==> src/rtl/rv32i_mem_stage.sv <==
// RV32I pipeline memory-access stage: turns an execute-stage request into a
// word-aligned data-RAM access, formats load data for writeback and flags
// misaligned / out-of-range accesses.
// Optional build macro MEM_STAGE_PERF_EN adds saturating perf counters.
module rv32i_mem_stage #(
  parameter int unsigned DMEM_BYTES = 2048
) (
  input  logic        clk,
  input  logic        reset,
  input  logic        ex_valid,
  output logic        ex_ready,
  input  logic [31:0] ex_addr,
  input  logic [31:0] ex_wdata,
  input  logic        ex_we,
  input  logic        ex_re,
  input  logic [1:0]  ex_width,
  input  logic        ex_unsigned,
  input  logic [4:0]  ex_rd,
  output logic [31:0] d_addr,
  output logic        d_we,
  output logic [3:0]  d_be,
  output logic [31:0] d_wdata,
  input  logic [31:0] d_rdata,
  output logic        wb_valid,
  input  logic        wb_ready,
  output logic [31:0] wb_data,
  output logic [4:0]  wb_rd,
  output logic [1:0]  wb_excp
`ifdef MEM_STAGE_PERF_EN
  ,
  output logic [31:0] perf_loads,
  output logic [31:0] perf_stores,
  output logic [31:0] perf_faults
`endif
);

  typedef enum logic {IDLE, RD_WAIT} state_t;

  localparam logic [1:0] EXC_NONE = 2'b00;
  localparam logic [1:0] EXC_MISA = 2'b01;
  localparam logic [1:0] EXC_OOR  = 2'b10;

  state_t      state_q, state_d;
  logic        wb_valid_q, wb_valid_d;
  logic [31:0] wb_data_q, wb_data_d;
  logic [4:0]  wb_rd_q, wb_rd_d;
  logic [1:0]  wb_excp_q, wb_excp_d;
  logic [1:0]  ld_off_q, ld_off_d;
  logic [1:0]  ld_width_q, ld_width_d;
  logic        ld_uns_q, ld_uns_d;
  logic [4:0]  ld_rd_q, ld_rd_d;

  logic        acc;
  logic        is_mem, is_store, is_load;
  logic        misal, oor, fault;
  logic [3:0]  lane_mask;
  logic [31:0] ld_shift;
  logic [31:0] ld_fmt;

  // Request classification and fault detection
  always_comb begin
    is_mem   = ex_we | ex_re;
    is_store = ex_we;
    is_load  = ex_re & ~ex_we;
    misal    = 1'b0;
    case (ex_width)
      2'b01:   misal = ex_addr[0];
      2'b10:   misal = |ex_addr[1:0];
      2'b11:   misal = 1'b1;
      default: misal = 1'b0;
    endcase
    misal = misal & is_mem;
    oor   = is_mem & (ex_addr >= 32'(DMEM_BYTES));
    fault = misal | oor;
  end

  assign ex_ready = (state_q == IDLE) & (~wb_valid_q | wb_ready);
  assign acc      = ex_valid & ex_ready;

  // RAM request port, driven straight from the execute-stage inputs
  always_comb begin
    lane_mask = '0;
    case (ex_width)
      2'b00:   lane_mask = 4'b0001 << ex_addr[1:0];
      2'b01:   lane_mask = 4'b0011 << ex_addr[1:0];
      2'b10:   lane_mask = 4'b1111;
      default: lane_mask = '0;
    endcase
    d_addr  = {ex_addr[31:2], 2'b00};
    d_we    = acc & is_store & ~fault;
    d_be    = d_we ? lane_mask : '0;
    d_wdata = ex_wdata << {ex_addr[1:0], 3'b000};
  end

  // Load data alignment and sign/zero extension
  always_comb begin
    ld_shift = d_rdata >> {ld_off_q, 3'b000};
    case (ld_width_q)
      2'b00:   ld_fmt = {{24{~ld_uns_q & ld_shift[7]}}, ld_shift[7:0]};
      2'b01:   ld_fmt = {{16{~ld_uns_q & ld_shift[15]}}, ld_shift[15:0]};
      default: ld_fmt = ld_shift;
    endcase
  end

  // Next-state and writeback-register update
  always_comb begin
    state_d    = state_q;
    wb_valid_d = wb_valid_q;
    wb_data_d  = wb_data_q;
    wb_rd_d    = wb_rd_q;
    wb_excp_d  = wb_excp_q;
    ld_off_d   = ld_off_q;
    ld_width_d = ld_width_q;
    ld_uns_d   = ld_uns_q;
    ld_rd_d    = ld_rd_q;
    case (state_q)
      IDLE: begin
        if (wb_valid_q & wb_ready) wb_valid_d = 1'b0;
        if (acc) begin
          if (fault) begin
            wb_valid_d = 1'b1;
            wb_data_d  = ex_addr;
            wb_rd_d    = '0;
            wb_excp_d  = misal ? EXC_MISA : EXC_OOR;
          end else if (is_store) begin
            wb_valid_d = 1'b1;
            wb_data_d  = '0;
            wb_rd_d    = '0;
            wb_excp_d  = EXC_NONE;
          end else if (is_load) begin
            // Result register drains (or is empty) as the load goes out;
            // it is refilled from RD_WAIT.
            state_d    = RD_WAIT;
            wb_valid_d = 1'b0;
            ld_off_d   = ex_addr[1:0];
            ld_width_d = ex_width;
            ld_uns_d   = ex_unsigned;
            ld_rd_d    = ex_rd;
          end else begin
            wb_valid_d = 1'b1;
            wb_data_d  = ex_addr;
            wb_rd_d    = ex_rd;
            wb_excp_d  = EXC_NONE;
          end
        end
      end
      RD_WAIT: begin
        state_d    = IDLE;
        wb_valid_d = 1'b1;
        wb_data_d  = ld_fmt;
        wb_rd_d    = ld_rd_q;
        wb_excp_d  = EXC_NONE;
      end
      default: state_d = IDLE;
    endcase
  end

  // State and result registers
  always_ff @(posedge clk or posedge reset) begin
    if (reset) begin
      state_q    <= IDLE;
      wb_valid_q <= 1'b0;
      wb_data_q  <= '0;
      wb_rd_q    <= '0;
      wb_excp_q  <= '0;
      ld_off_q   <= '0;
      ld_width_q <= '0;
      ld_uns_q   <= 1'b0;
      ld_rd_q    <= '0;
    end else begin
      state_q    <= state_d;
      wb_valid_q <= wb_valid_d;
      wb_data_q  <= wb_data_d;
      wb_rd_q    <= wb_rd_d;
      wb_excp_q  <= wb_excp_d;
      ld_off_q   <= ld_off_d;
      ld_width_q <= ld_width_d;
      ld_uns_q   <= ld_uns_d;
      ld_rd_q    <= ld_rd_d;
    end
  end

  assign wb_valid = wb_valid_q;
  assign wb_data  = wb_data_q;
  assign wb_rd    = wb_rd_q;
  assign wb_excp  = wb_excp_q;

`ifdef MEM_STAGE_PERF_EN
  logic [31:0] perf_loads_q, perf_stores_q, perf_faults_q;

  // Saturating counters of accepted legal loads, legal stores and faults
  always_ff @(posedge clk or posedge reset) begin
    if (reset) begin
      perf_loads_q  <= '0;
      perf_stores_q <= '0;
      perf_faults_q <= '0;
    end else if (acc) begin
      if (fault) begin
        if (perf_faults_q != '1) perf_faults_q <= perf_faults_q + 32'd1;
      end else if (is_store) begin
        if (perf_stores_q != '1) perf_stores_q <= perf_stores_q + 32'd1;
      end else if (is_load) begin
        if (perf_loads_q != '1) perf_loads_q <= perf_loads_q + 32'd1;
      end
    end
  end

  assign perf_loads  = perf_loads_q;
  assign perf_stores = perf_stores_q;
  assign perf_faults = perf_faults_q;
`endif

endmodule

==> config.mk <==
export PLATFORM = sky130hd
export DESIGN_NAME = rv32i_mem_stage
export DESIGN_NICKNAME = d
export VERILOG_FILES = /design/src/rtl/rv32i_mem_stage.sv
export SDC_FILE = /design/constraint.sdc
export NUM_CORES = 1
export LEC_CHECK = 0
export ABC_CLOCK_PERIOD_IN_PS = 4400
export CORE_UTILIZATION = 30
export DETAILED_ROUTE_END_ITERATION = 6
export GPL_ROUTABILITY_DRIVEN = 0
export GPL_TIMING_DRIVEN = 0
export PLACE_DENSITY = 0.66
export SLEW_MARGIN = 20
export SYNTH_ARGS = -nofsm -noshare
export SYNTH_HDL_FRONTEND = slang
export SYNTH_SLANG_ARGS = --single-unit
==> constraint.sdc <==
create_clock -name clk -period 4.4 [get_ports clk]
set_clock_uncertainty 0.05 [all_clocks]
set_input_delay 1.1 -clock clk [delete_from_list [all_inputs] [get_ports clk]]
set_output_delay 1.1 -clock clk [all_outputs]
set_load 0.005 [all_outputs]
After elaboration in Yosys (flattened, before gate mapping)
Cells that the tools add are included.
{"block": "classes", "n_addsub": 0, "n_mul": 0, "n_div": 0, "magnitude_cmp": 1, "eq_ne": 7, "shifts": 4, "muxes": 31, "bitwise_logic": 18, "reduce_logical": 5}
{"cell": "32-bit 2-to-1 mux", "count": 4}
{"cell": "32-bit one-hot mux with 2 select lines", "count": 2}
{"cell": "32-bit by 12-bit greater-or-equal comparator with 1-bit output, second input constant", "count": 1}
{"cell": "32-bit by 5-bit << shifter with 32-bit output", "count": 1}
{"cell": "32-bit by 5-bit >> shifter with 32-bit output", "count": 1}
{"cell": "5-bit 2-to-1 mux", "count": 4}
{"cell": "4-bit one-hot mux with 3 select lines", "count": 1}
{"cell": "1-bit bitwise AND", "count": 10}
{"cell": "2-bit 2-to-1 mux", "count": 5}
{"cell": "5-bit one-hot mux with 2 select lines", "count": 1}
{"cell": "1-bit 2-to-1 mux", "count": 9}
{"cell": "1-bit NOT", "count": 5}
{"cell": "5-bit AND reduction", "count": 1}
{"cell": "2-bit by 1-bit == test with 1-bit output, second input constant", "count": 2}
{"cell": "2-bit == test, second input constant", "count": 2}
{"cell": "2-bit zero test", "count": 2}
{"cell": "4-bit 2-to-1 mux", "count": 1}
{"cell": "4-bit != test, second input constant", "count": 1}
{"cell": "1-bit one-hot mux with 2 select lines", "count": 2}
{"cell": "2-bit one-hot mux with 2 select lines", "count": 1}
{"cell": "1-bit by 2-bit << shifter with 4-bit output, first input constant", "count": 1}
{"cell": "2-bit by 2-bit << shifter with 4-bit output, first input constant", "count": 1}
{"cell": "3-bit by 2-bit != test with 1-bit output, second input constant", "count": 1}
{"cell": "1-bit OR", "count": 3}
{"cell": "other kinds (4)", "count": 4}
{"block": "totals", "regBits": 51, "latch_bits": 0, "ramBits": 0, "mem_bits_ro": 0, "input_bits": 110, "wordCells": 75, "mem_count": 0}

Longest topological paths before layout
{"block": "depth", "word_depth": 7, "ltp_mapped": 8}

Worst setup path after synthesis
No wires, ideal clock.
{"block": "synth_path", "kind": "input-to-output", "start": "input port wb_ready", "end": "output port d_be[1]", "arrival_time_ns": 2.144, "t_required_ns": 3.250, "path_slack_ns": 1.106, "cell_stages": 6, "path_buffers": 1, "path_cell_list": "or2b_2 > nor2b_1 > and2_1 > clkbuf_1 > nand3_1 > a21oi_1"}
{"block": "synth_via", "elab_chain_cells": 6}
{"item": "from (decl)", "line": "25", "rtl": "input logic wb_ready,"}
{"item": "1-bit OR", "line": "77", "rtl": "assign ex_ready = (state_q == IDLE) & (~wb_valid_q | wb_ready);"}
{"item": "1-bit bitwise AND", "line": "77"}
{"item": "net ex_ready", "line": "11", "rtl": "output logic ex_ready,"}
{"item": "1-bit bitwise AND", "line": "78", "rtl": "assign acc = ex_valid & ex_ready;"}
{"item": "1-bit bitwise AND (2 in series)", "line": "90", "rtl": "d_we = acc & is_store & ~fault;"}
{"item": "4-bit 2-to-1 mux", "line": "91", "rtl": "d_be = d_we ? lane_mask : '0;"}
{"item": "to (decl)", "line": "21", "rtl": "output logic [3:0] d_be,"}
The timed path passes the listed nets, and every way through them passes these cells.

Worst setup path in the final report
{"block": "layout_path", "start": "input port ex_addr[26]", "end": "output port d_be[1]"}
{"block": "layout_via", "elab_chain_cells": 6}
{"item": "from (decl)", "line": "12", "rtl": "input logic [31:0] ex_addr,"}
{"item": "32-bit by 12-bit greater-or-equal comparator with 1-bit output", "line": "73", "rtl": "oor = is_mem & (ex_addr >= 32'(DMEM_BYTES));"}
{"item": "1-bit bitwise AND", "line": "73"}
{"item": "1-bit OR", "line": "74", "rtl": "fault = misal | oor;"}
{"item": "1-bit NOT (no source line)"}
{"item": "1-bit bitwise AND", "line": "90"}
{"item": "4-bit 2-to-1 mux", "line": "91"}
Every way passes these cells.

==> impl_metrics.yaml <==
setup_path:
  reg2reg_slack_ns: 2.31
  cp_slowest_cell: "clkdlybuf4s50_1"
  crit_top_cell: "clkdlybuf4s50_1"
  regToRegEndpoint: "wb_data[23]"
  start_kind: "primary input"
  endpoint_kind: "primary output"
  worstPathRequired_ns: 3.25
  crit_end: "d_be[1]"
  path_cells: "clkdlybuf4s50_1, nor4_4, nand4_1, nor2_4, nand3_4, a21oi_1, clkdlybuf4s50_1"
  reg2reg_depth: 7
  critPathMaxStageDelay_ns: 0.54
  crit_arrival_ns: 3.14
  r2r_start: "ld_off_q[1]"
  crit_fanout: 5
  crit_type: "primary input to primary output"
  setup.worst_path.start: "ex_addr[26]"
clock_network:
  cts_buffer_depth: 2
  htreeDepth: 2
  postCtsHoldBufs: 0
  root_buffer: "clkbuf_16"
  tritoncts: "built"
  cts_sinks: 51
  cts_buffers: 5
  clk_latency_ns: 0.29
  clkTransAtPathRegs_ns: 0.07
power:
  power.leakage_nw: 2.64
  power_density_mw_per_mm2: 227
  p_total_w: 0.00146
  vdd_ir_drop_max_v: 0.000172
finish:
  final_util_pct: 52.9
  area_growth_pct: 69.2
  antenna_cells: 0
  drive_above_1_share_pct: 14.3
  layout.nets: 793
synthesis:
  synth-compound-area-share_pct: 22.3
  synth_top_family_by_area: "compound AO/OA/AOI/OAI gates"
  synth_enable_flop_cells: 0
  synthAdderAreaFrac_pct: 0
  yosys_warnings: 0
  synthCells: 454
  yosys.area_share.simple_pct: 18.5
  ys_seq_area_share_pct: 33.4
  ys_seq_elements: 51
  async_flop_share_pct: 100
  yosys.area.top_type: "dfrtp_1"
  synth_ff_type: "dfrtp_1"
  synthTopCellsByArea: "dfrtp_1 (33%), mux2i_1 (10%), a21oi_1 (6.6%)"
  synthMuxAreaShare_pct: 14.0
  ys_types: 45
  synth-xor-area-share_pct: 0
  synth.cell_area_mm2: 0.00382
  syn_area_per_cell_um2: 8.41
  yosysTopAreaCellShare_pct: 33.4
run_status:
  status: "complete, no violations"
timing:
  finalSetupViolCount: 0
  worst_pin_slew_ns: 0.637
  finalCritPeriodShare_pct: 97.6
  timing.fmax_mhz: 233
  rsz0062_at_grt: "true"
  drv_slew: 0
  fin_crit_ns: 4.29
  relSlewSlack_pct: 57.5
  finalHoldViolCount: 0
floorplanning:
  die_h_um: 115
  rows: 40
  core_area_mm2: 0.0122
  start_util_pct: 31.3
  dieArea_mm2: 0.0132
  io_pins: 220
  dieWidth_um: 115
routing:
  drc: 0
  antenna_left: 0
  totalWireLength_um: 15400
  first_iter_violations: 214
  wl_per_cell_um: 18.1
  routed_via_density: 5.07
  vias: 4322
  drt_first_pass_iters: 5
grt:
  grt_pass1_wl_um: 23400
  grt_max_degree: 27
  gr-total-overflow: 0
  grt_pass1_vias: 4521
  grt_antenna_before_repair: 0
  track_usage_pct: 23.2
placement:
  hpwl_um: 12200
  portBuffers: 217
min_path:
  worstHoldStart: "wb_data[11]"
  holdCritPathClass: "flop to flop"
job:
  cap_viol_max_count: 0
## placed cells by master (no fill, tap or decap), types with 2 or more instances in the layout
master / n
a211oi_1: 15
a21oi_1: 50
a22oi_1: 5
and2_1: 9
buf_1: 4
buf_2: 9
buf_4: 36
buf_6: 6
clkbuf_1: 8
clkbuf_16: 5
clkbuf_2: 6
clkdlybuf4s50_1: 216
clkinvlp_4: 2
conb_1: 2
dfrtp_1: 51
inv_1: 2
mux2_2: 10
mux2i_1: 40
nand2_1: 58
nand2b_1: 3
nor2_1: 37
nor2b_1: 21
nor4_4: 3
o21ai_0: 19
o21ai_1: 16
o21ai_2: 6
o31ai_1: 13
o41ai_1: 3
## flip-flops by register name (all words and copies together) (netlist names)
register	flops
wb_data	32
ld_rd_q	5
wb_rd	5
ld_off_q	2
ld_width_q	2
wb_excp	2
ld_uns_q	1
state_q	1
wb_valid	1
## timing repair
action / in CTS / in global routing
resized for setup: 10 / 10
endpoints found under the setup margin: 20 / 18
setup buffers: 2 / 1
cloned: 0 / 0
pin swaps: 2 / 4
hold endpoints to repair: 0 / 0
## stage by stage
step	instances	hold WS [ns]	area (um2)	setup TNS, ns	worst slack (ns)
6_report	852	0.432	6460	0	0.105
5_1_grt	852	0.455	6460	-0.00140	-0.00140
4_1_cts	851	0.434	6420	0	0.00820
3_5_place_dp	841	0.418	6220	-4.25	-0.334
3_3_place_gp	840	0.412	6200	-3.80	-0.300
2_1_floorplan	455	0.414	3820	0	1.11
## kinds of logic after synthesis
family,Yosys count
AOI/OAI and AO/OA,136
muxes,51
other,1
DFF,51
buffers and inverters,70
and+or+nand+nor,145
## critical path: cells and delay by family
kind                   cells  cell delay [ns]
AO/OA/AOI/OAI              1             0.15
buffers and inverters      2             1.03
AND/OR/NAND/NOR            4             0.85
## where the power goes
part,total [W],leakage [nW],internal [W],switching (W)
clock network,0.000400,0.0664,0.000213,0.000187
logic,0.000519,1.93,0.000315,0.000204
registers,0.000544,0.651,0.000516,0.0000278
total,0.00146,2.64,0.00104,0.000419
## how the worst min path moves through the flow
stage	end	slack, ns	depth (start not counted)
2_1_floorplan	wb_data[10]	0.41	2
3_3_place_gp	wb_data[10]	0.41	2
3_5_place_dp	wb_data[11]	0.42	2
4_1_cts	wb_data[11]	0.43	2
5_1_grt	wb_rd[2]	0.46	2
6_report	wb_data[11]	0.43	2
## cells in the mapped netlist, types with 10 or more instances
library cell / count
mux2_2: 10
a21oi_1: 50
o21ai_0: 19
o21ai_1: 16
clkbuf_1: 14
buf_4: 33
dfrtp_1: 51
a211oi_1: 15
mux2i_1: 40
nor2_1: 39
nor2b_1: 21
o31ai_1: 13
nand2_1: 58
## final cells by class
cell class                 count  area [um2]
timing repair buffer         221        2220
clock buffer                   5         125
sequential                    51        1280
inverter                       3        11.3
fill                        1185        5750
multi-input combinational    334        2150
buffer                        67         443
tap                          168         210
clock inverter                 3        23.8
## per-layer routing
metal / GRT usage, % / vias up / share of wire (%)
met5: 0 / - / 0
met4: 9.70 / 0 / 3.2
met3: 6.43 / 35 / 8.8
met2: 41.8 / 237 / 49
met1: 25.7 / 2026 / 39
li1: - / 2024 / -
(Power assumes the default switching activity.)
